### src/rtl/elem_pkg.sv
// Shared definitions for the element summing path: sample width, slice
// packing offsets and the int16 saturation helper.
package elem_pkg;

  localparam int SAMPLE_W = 16;
  // Working width used when handing a tree sum to sat16; wide enough for
  // any tree width (16 + log2(16) = 20 bits).
  localparam int CALC_W   = 32;

  typedef struct packed {
    logic                ovf;
    logic [SAMPLE_W-1:0] val;
  } sat_t;

  // Bit offset of element e, slice s inside a packed element bus.
  function automatic int slice_off(input int e, input int s, input int nslice);
    return (e * nslice + s) * SAMPLE_W;
  endfunction

  // Reduce a sign-extended tree sum to one int16 sample. The overflow flag is
  // always reported; the value is clamped only when saturate is set,
  // otherwise it is the low 16 bits (wrap).
  function automatic sat_t sat16(input logic signed [CALC_W-1:0] sum,
                                 input logic                     saturate);
    sat_t r;
    r.ovf = (sum > 32'sd32767) || (sum < -32'sd32768);
    r.val = sum[SAMPLE_W-1:0];
    if (saturate && r.ovf) begin
      r.val = sum[CALC_W-1] ? 16'h8000 : 16'h7FFF;
    end
    return r;
  endfunction

endpackage

### src/rtl/sumtree_slice.sv
// Registered binary adder tree for one slice of one component (I or Q).
// Leaves beyond NELEM are padded with zero up to the next power of two; each
// tree level is one register stage, so the root lags the leaves by
// log2(NELEM) clocks. With a single element the leaf passes straight through.
module sumtree_slice
  import elem_pkg::*;
#(
  parameter int NELEM = 8,
  parameter int W     = SAMPLE_W + 3
) (
  input  logic                   clk,
  input  logic                   resetn,
  input  logic [NELEM*W-1:0]     leaves,
  output logic signed [W-1:0]    sum
);

  localparam int LOG2N = $clog2(NELEM);
  localparam int NPAD  = 1 << LOG2N;

  logic signed [W-1:0] leaf [NPAD];

  for (genvar i = 0; i < NPAD; i++) begin : g_leaf
    if (i < NELEM) begin : g_real
      assign leaf[i] = leaves[i*W +: W];
    end else begin : g_pad
      assign leaf[i] = '0;
    end
  end

  if (NPAD == 1) begin : g_flat
    assign sum = leaf[0];
  end else begin : g_tree
    // Heap-ordered internal nodes: node 1 is the root, node n has children
    // 2n and 2n+1; indices at or above NPAD refer to leaves.
    logic signed [W-1:0] node [1:NPAD-1];

    for (genvar n = 1; n < NPAD; n++) begin : g_node
      logic signed [W-1:0] lhs;
      logic signed [W-1:0] rhs;

      if (2*n < NPAD) begin : g_inner
        assign lhs = node[2*n];
        assign rhs = node[2*n+1];
      end else begin : g_bottom
        assign lhs = leaf[2*n-NPAD];
        assign rhs = leaf[2*n+1-NPAD];
      end

      // One pairwise sum per node; W bits cannot overflow for NELEM inputs.
      always_ff @(posedge clk or negedge resetn) begin
        if (!resetn) begin
          node[n] <= '0;
        end else begin
          node[n] <= lhs + rhs;
        end
      end
    end

    assign sum = node[1];
  end

endmodule

### src/rtl/element_sumtree.sv
// Combines NELEM element streams into one DAC-side stream: masks and
// sign-extends the inputs, sums them through per-slice adder trees, then
// saturates or wraps each slice and tracks overflow status.
module element_sumtree
  import elem_pkg::*;
#(
  parameter int NELEM    = 8,
  parameter int NSLICE   = 4,
  parameter int SATURATE = 1
) (
  input  logic                               clk,
  input  logic                               resetn,
  input  logic [NELEM-1:0]                   valid_in,
  input  logic [NELEM*NSLICE*SAMPLE_W-1:0]   multix_in,
  input  logic [NELEM*NSLICE*SAMPLE_W-1:0]   multiy_in,
  input  logic [NELEM-1:0]                   enable,
  input  logic                               ovf_clr,
  output logic                               valid,
  output logic [NSLICE*SAMPLE_W-1:0]         multix,
  output logic [NSLICE*SAMPLE_W-1:0]         multiy,
  output logic [NELEM-1:0]                   postprobusy,
  output logic [1:0]                         ovf_sticky,
  output logic [15:0]                        ovf_count
);

  localparam int   LOG2N  = $clog2(NELEM);
  localparam int   W      = SAMPLE_W + LOG2N;
  localparam int   LAT    = LOG2N + 2;
  localparam logic SAT_EN = (SATURATE != 0);

  logic [NELEM*W-1:0]  s0_x  [NSLICE];
  logic [NELEM*W-1:0]  s0_y  [NSLICE];
  logic signed [W-1:0] sum_x [NSLICE];
  logic signed [W-1:0] sum_y [NSLICE];
  sat_t                sat_x [NSLICE];
  sat_t                sat_y [NSLICE];
  logic                ovf_x_any;
  logic                ovf_y_any;
  logic [LAT-1:0]      vpipe;
  logic                v0;
  logic                out_vld;

  assign v0      = |(valid_in & enable);
  assign out_vld = vpipe[LAT-2];
  assign valid   = vpipe[LAT-1];

  // An enabled element stays busy from its own valid until the pipeline is
  // empty, so it cannot be torn down while its last sample is in flight.
  assign postprobusy = enable & (valid_in | {NELEM{|vpipe}});

  // Stage 0: gate each element by its enable in the same cycle and widen it
  // to the tree width so the sums below are exact.
  always_ff @(posedge clk or negedge resetn) begin
    if (!resetn) begin
      for (int s = 0; s < NSLICE; s++) begin
        s0_x[s] <= '0;
        s0_y[s] <= '0;
      end
    end else begin
      for (int s = 0; s < NSLICE; s++) begin
        for (int e = 0; e < NELEM; e++) begin
          s0_x[s][e*W +: W] <= enable[e]
            ? W'($signed(multix_in[slice_off(e, s, NSLICE) +: SAMPLE_W])) : '0;
          s0_y[s][e*W +: W] <= enable[e]
            ? W'($signed(multiy_in[slice_off(e, s, NSLICE) +: SAMPLE_W])) : '0;
        end
      end
    end
  end

  for (genvar s = 0; s < NSLICE; s++) begin : g_slice
    sumtree_slice #(
      .NELEM (NELEM),
      .W     (W)
    ) u_tree_x (
      .clk    (clk),
      .resetn (resetn),
      .leaves (s0_x[s]),
      .sum    (sum_x[s])
    );

    sumtree_slice #(
      .NELEM (NELEM),
      .W     (W)
    ) u_tree_y (
      .clk    (clk),
      .resetn (resetn),
      .leaves (s0_y[s]),
      .sum    (sum_y[s])
    );
  end

  // Reduce every tree root to int16 and collect per-component overflow.
  always_comb begin
    ovf_x_any = 1'b0;
    ovf_y_any = 1'b0;
    for (int s = 0; s < NSLICE; s++) begin
      sat_x[s]  = sat16(CALC_W'(sum_x[s]), SAT_EN);
      sat_y[s]  = sat16(CALC_W'(sum_y[s]), SAT_EN);
      ovf_x_any = ovf_x_any | sat_x[s].ovf;
      ovf_y_any = ovf_y_any | sat_y[s].ovf;
    end
  end

  // Valid shift register, aligned with the data through every stage.
  always_ff @(posedge clk or negedge resetn) begin
    if (!resetn) begin
      vpipe <= '0;
    end else begin
      vpipe <= {vpipe[LAT-2:0], v0};
    end
  end

  // Output stage: data registers load every cycle regardless of valid.
  always_ff @(posedge clk or negedge resetn) begin
    if (!resetn) begin
      multix <= '0;
      multiy <= '0;
    end else begin
      for (int s = 0; s < NSLICE; s++) begin
        multix[s*SAMPLE_W +: SAMPLE_W] <= sat_x[s].val;
        multiy[s*SAMPLE_W +: SAMPLE_W] <= sat_y[s].val;
      end
    end
  end

  // Overflow status; a clear coinciding with an overflow restarts from that
  // event rather than dropping it.
  always_ff @(posedge clk or negedge resetn) begin
    if (!resetn) begin
      ovf_sticky <= 2'b00;
      ovf_count  <= 16'd0;
    end else if (ovf_clr) begin
      ovf_sticky <= out_vld ? {ovf_y_any, ovf_x_any} : 2'b00;
      ovf_count  <= (out_vld && (ovf_x_any || ovf_y_any)) ? 16'd1 : 16'd0;
    end else if (out_vld) begin
      ovf_sticky <= ovf_sticky | {ovf_y_any, ovf_x_any};
      if ((ovf_x_any || ovf_y_any) && (ovf_count != 16'hFFFF)) begin
        ovf_count <= ovf_count + 16'd1;
      end
    end
  end

endmodule
### config.mk
export PLATFORM = sky130hd
export DESIGN_NAME = element_sumtree
export DESIGN_NICKNAME = d
export VERILOG_FILES = /design/src/rtl/elem_pkg.sv /design/src/rtl/sumtree_slice.sv /design/src/rtl/element_sumtree.sv
export SDC_FILE = /design/constraint.sdc
export NUM_CORES = 2
export LEC_CHECK = 0
export ABC_AREA = 1
export BUFFER_PORTS_ARGS = -buffer_cell sky130_fd_sc_hd__buf_2
export CAP_MARGIN = 15
export CORE_AREA = 5 5 462 464
export CTS_BUF_LIST = sky130_fd_sc_hd__clkbuf_4
export DETAILED_ROUTE_END_ITERATION = 10
export DIE_AREA = 0 0 467 469
export PLACE_DENSITY = 0.69
export SYNTH_ARGS = -nofsm -noshare
export SYNTH_HDL_FRONTEND = slang
export SYNTH_SLANG_ARGS = --single-unit
### constraint.sdc
create_clock -name clk -period 2.3 [get_ports clk]
set_clock_uncertainty 0.15 [all_clocks]
set_input_delay 0.46 -clock clk [delete_from_list [all_inputs] [get_ports clk]]
set_output_delay 0.46 -clock clk [all_outputs]
set_load 0.05 [all_outputs]
==> impl_metrics.tcl, run 1 <==
set metrics [dict create \
    cts.sinks 2239 \
    syn_area_um2 111000 \
    async_flop_share 1.00 \
    stop_error "[ERROR RSZ-0060] Max buffer count reached." \
    synthTopCellsByArea "dfrtp_1 51%, ha_1 11%, nand2_1 10%, inv_1 6.5%, xor2_1 4.8%" \
    place_hpwl_mm 295 \
    die_w_um 467 \
    synth_common_cells "2,970 x nand2_1, 2,239 x dfrtp_1, 1,928 x inv_1" \
    synth.most_common_cell "nand2_1" \
    synth_nets 14000 \
    ctsResizeCount 369 \
    io_buffers 1197 \
    synth_top_area_frac 0.506 \
    initial_core_util 0.531 \
    rows 168 \
    postCtsHoldBufs 3441 \
    detailedPlace.worstSlack_ns -0.0424 \
    cts_root_buffer "clkbuf_4" \
    synth_warnings 0 \
    syn_area_per_cell_um2 9.26 \
    synth-edff-count 0 \
    ys_ff_latch 2239 \
    cts_inserted_buffers 613 \
    ys.flop_type "dfrtp_1" \
    placed_area_um2 123000 \
    yosysSeqAreaShare 0.506 \
    die_y_um 469 \
    htreeDepth 6 \
    synth_cell_types 44 \
    status "aborted with a tool error" \
    netlist_instances 12000 \
    cts_setup_buffers 21 \
    lastStage "clock tree synthesis" \
    ctsLongestPathBuffers 4 \
    num_io_pins 1198 \
    synth_top_area_cell "dfrtp_1" \
    place_congestion 1.05 \
]
[kinds of logic after synthesis]
group / synth area share
DFF: 0.506
adders and majority gates: 0.117
buffers and inverters: 0.0704
xor gates and xnor gates: 0.0707
and+or+nand+nor: 0.152
AOI/OAI and AO/OA: 0.0844
[per-stage QoR]
stage / TNS (ns) / cells
after detailed placement: -0.0632 / 16100
after global placement: -0.0126 / 16100
after floorplan: -2.31 / 12000
==> inputs of run 2 (changes only) <==
- CORE_AREA: 5 5 462 464 -> unset
- CORE_MARGIN: unset -> 5
- CORE_UTILIZATION: unset -> 40
- CTS_BUF_LIST: sky130_fd_sc_hd__clkbuf_4 -> unset
- DIE_AREA: 0 0 467 469 -> unset
- PLACE_DENSITY: 0.69 -> unset
- PLACE_DENSITY_LB_ADDON: unset -> 0.15
==> impl_metrics.tcl, run 2 <==
set metrics [dict create \
    hold-path-endpoint "s0_x[475]" \
    drive_gt1_frac 0.133 \
    ctsLongestPathBuffers 4 \
    drtPass1Iterations 6 \
    r2r_slack_ns 0.09 \
    synth-edff-count 0 \
    end_kind "primary output" \
    fmax_ghz 0.358 \
    mostFrequentLayoutCells "2,969 x nand2_1, 2,208 x dfrtp_1, 1,927 x inv_1" \
    num_io_pins 1198 \
    fillers 24400 \
    worst_pin_slew_ns 0.656 \
    nNetsFinal 17100 \
    synth_top_area_frac 0.506 \
    vias 92700 \
    wl_mm 393 \
    max_cap_violations 0 \
    htreeDepth 4 \
    synth_nets 14000 \
    grt_pass1_vias 98600 \
    syn_area_um2 111000 \
    grt.total_usage 0.269 \
    rows 193 \
    crit_arrival_ns 2.18 \
    r2r-start "s0_y[116]" \
    period_needed_ns 2.79 \
    synthTopCellsByArea "dfrtp_1 51%, ha_1 11%, nand2_1 10%, inv_1 6.5%, xor2_1 4.8%" \
    finalWorstSetupSlack_ns -0.494 \
    synth_cell_types 44 \
    status "finished, violations left" \
    via_per_inst 4.87 \
    grt_overflow_total 0 \
    grt_max_degree 114 \
    cts_inserted_buffers 242 \
    netlist_instances 12000 \
    power.density_nw_per_um2 990 \
    synth_common_cells "2,970 x nand2_1, 2,239 x dfrtp_1, 1,928 x inv_1" \
    cts.sinks 2239 \
    post-route-period-util 1.21 \
    die-area_um2 288000 \
    tns_ns -3.81 \
    hp-class "in -> reg" \
    ys_ff_latch 2239 \
    reg_top3 "s0_x (512), s0_y (512)" \
    io_buffers 1197 \
    insertion_delay_ns 0.91 \
    crit_fanout 4 \
    die_w_um 536 \
    r2r_cells 7 \
    p_leak_nw 82.0 \
    antenna_found_initial 37 \
    place_hpwl_mm 309 \
    routedWlPerCell_um 20.7 \
    setup_violations 8 \
    place_congestion 0.974 \
    cts_tree "done" \
    failed_checks "negative setup slack" \
    reg2reg_to "g_slice[3].u_tree_y.g_tree.g_node[3].rhs[9]" \
    hold_slack_ns 0.0700 \
    synth_warnings 0 \
    syn_to_final_growth_pct 33.7 \
    cts.clk_slew.worst_paths_ns 0.06 \
    async_flop_share 1.00 \
    relSlewSlack 0.563 \
    die_y_um 536 \
    drv_slew 0 \
    drcViolationCount 0 \
    core-area_um2 276000 \
    antenna_left 0 \
    vdd_drop_max_uv 797 \
    hold_start "enable[1]" \
    crit_required_ns 1.69 \
    worstSetupPathType "reg -> out" \
    synth.most_common_cell "nand2_1" \
    worstSetupStartpointType "flip-flop" \
    rsz0062_at_grt "yes" \
    hold_depth 4 \
    cts_root_buffer "clkbuf_16" \
    yosysSeqAreaShare 0.506 \
    ys.flop_type "dfrtp_1" \
    final-hold-violation-count 0 \
    syn_area_per_cell_um2 9.26 \
    final_common_cell "nand2_1" \
    drt_first_iter_violations 5917 \
    synth_top_area_cell "dfrtp_1" \
    initial_core_util 0.401 \
    grt_pass1_wl_mm 592 \
]
[run 2: routing by layer]
layer / share of wire / routed length [µm] / vias to the layer above / GRT usage
met2: 0.46 / 181000 / 2880 / 0.440
met4: 0.054 / 21100 / 20 / 0.126
met1: 0.43 / 170000 / 44700 / 0.354
met3: 0.052 / 20400 / 827 / 0.0406
met5: 0.00033 / 131 / - / 0
li1: - / - / 44200 / -
[run 2: metrics by stage]
step                      setup slack (ns)  instances  power, mW  cell area (µm²)  utilization
final                               -0.494      19000        147           148000        0.536
after global routing                -0.603      19000        156           148000        0.536
after floorplan                     -0.288      12000       84.1           111000            -
after CTS                           -0.597      19000        148           148000        0.535
after global placement             -0.0961      17000        104           124000        0.449
after detailed placement            -0.194      17000        104           124000        0.449
[run 2: where the power goes]
group          internal (mW)  total, mW  switching [mW]
Clock                   25.0       41.4            16.4
Combinational           19.0       53.2            34.2
Sequential              47.5       52.2            4.61
Total                   91.5        147            55.2
[run 2: area by class of cell]
class                      instances  area [µm²]  area share
inverter                        1930        7240      0.0489
tap                             3705        4640      0.0313
clock inverter                   118        1690      0.0114
multi-input combinational       7662       47300       0.319
sequential                      2239       56100       0.378
timing repair buffer            3009       24400       0.165
antenna                           25        62.6    0.000422
clock buffer                     322        6800      0.0459
[run 2: worst max-delay path, stage by stage, from the launching register on]
cell and delay [ns]:
dfrtp_1 0.38, nor3_1 0.16, nor3b_2 0.20, buf_6 0.18
buf_8 0.14, o21ai_2 0.06, buf_6 0.15
[run 2: repair_timing]
item | CTS | global route
gates cloned | 0 | 1
pin swaps | 1 | 16
hold buffers | 1492 | 0
endpoints found under the hold margin | 3158 | 0
buffers inserted | 6 | 4
resized for setup | 158 | 117
setup endpoints to repair | 74 | 190
[run 2: how the worst max path moves through the flow]
| stage | from | endpoint | slack (ns) | depth (start not counted) |
|---|---|---|---|---|
| 6_report | vpipe[0] | postprobusy[0] | -0.49 | 6 |
| 5_1_grt | vpipe[0] | postprobusy[0] | -0.60 | 6 |
| 4_1_cts | vpipe[4] | postprobusy[0] | -0.60 | 6 |
| 3_5_place_dp | s0_y[342] | g_slice[1].u_tree_y.g_tree.g_node[2].rhs[8] | -0.19 | 8 |
| 3_3_place_gp | s0_y[342] | g_slice[1].u_tree_y.g_tree.g_node[2].rhs[8] | -0.1 | 8 |
| 2_1_floorplan | vpipe[4] | postprobusy[0] | -0.29 | 3 |
[run 2: cell families after synthesis]
| kind of cell | Yosys count | synth area share |
|---|---|---|
| flip-flops | 2239 | 0.506 |
| adder cells (fa/ha/maj) | 1001 | 0.117 |
| AND/OR/NAND/NOR | 4120 | 0.152 |
| buffers and inverters | 2072 | 0.0704 |
| XOR/XNOR | 894 | 0.0707 |
| AO/OA/AOI/OAI | 1646 | 0.0844 |
No activity file was read; power rests on OpenSTA's default activity.
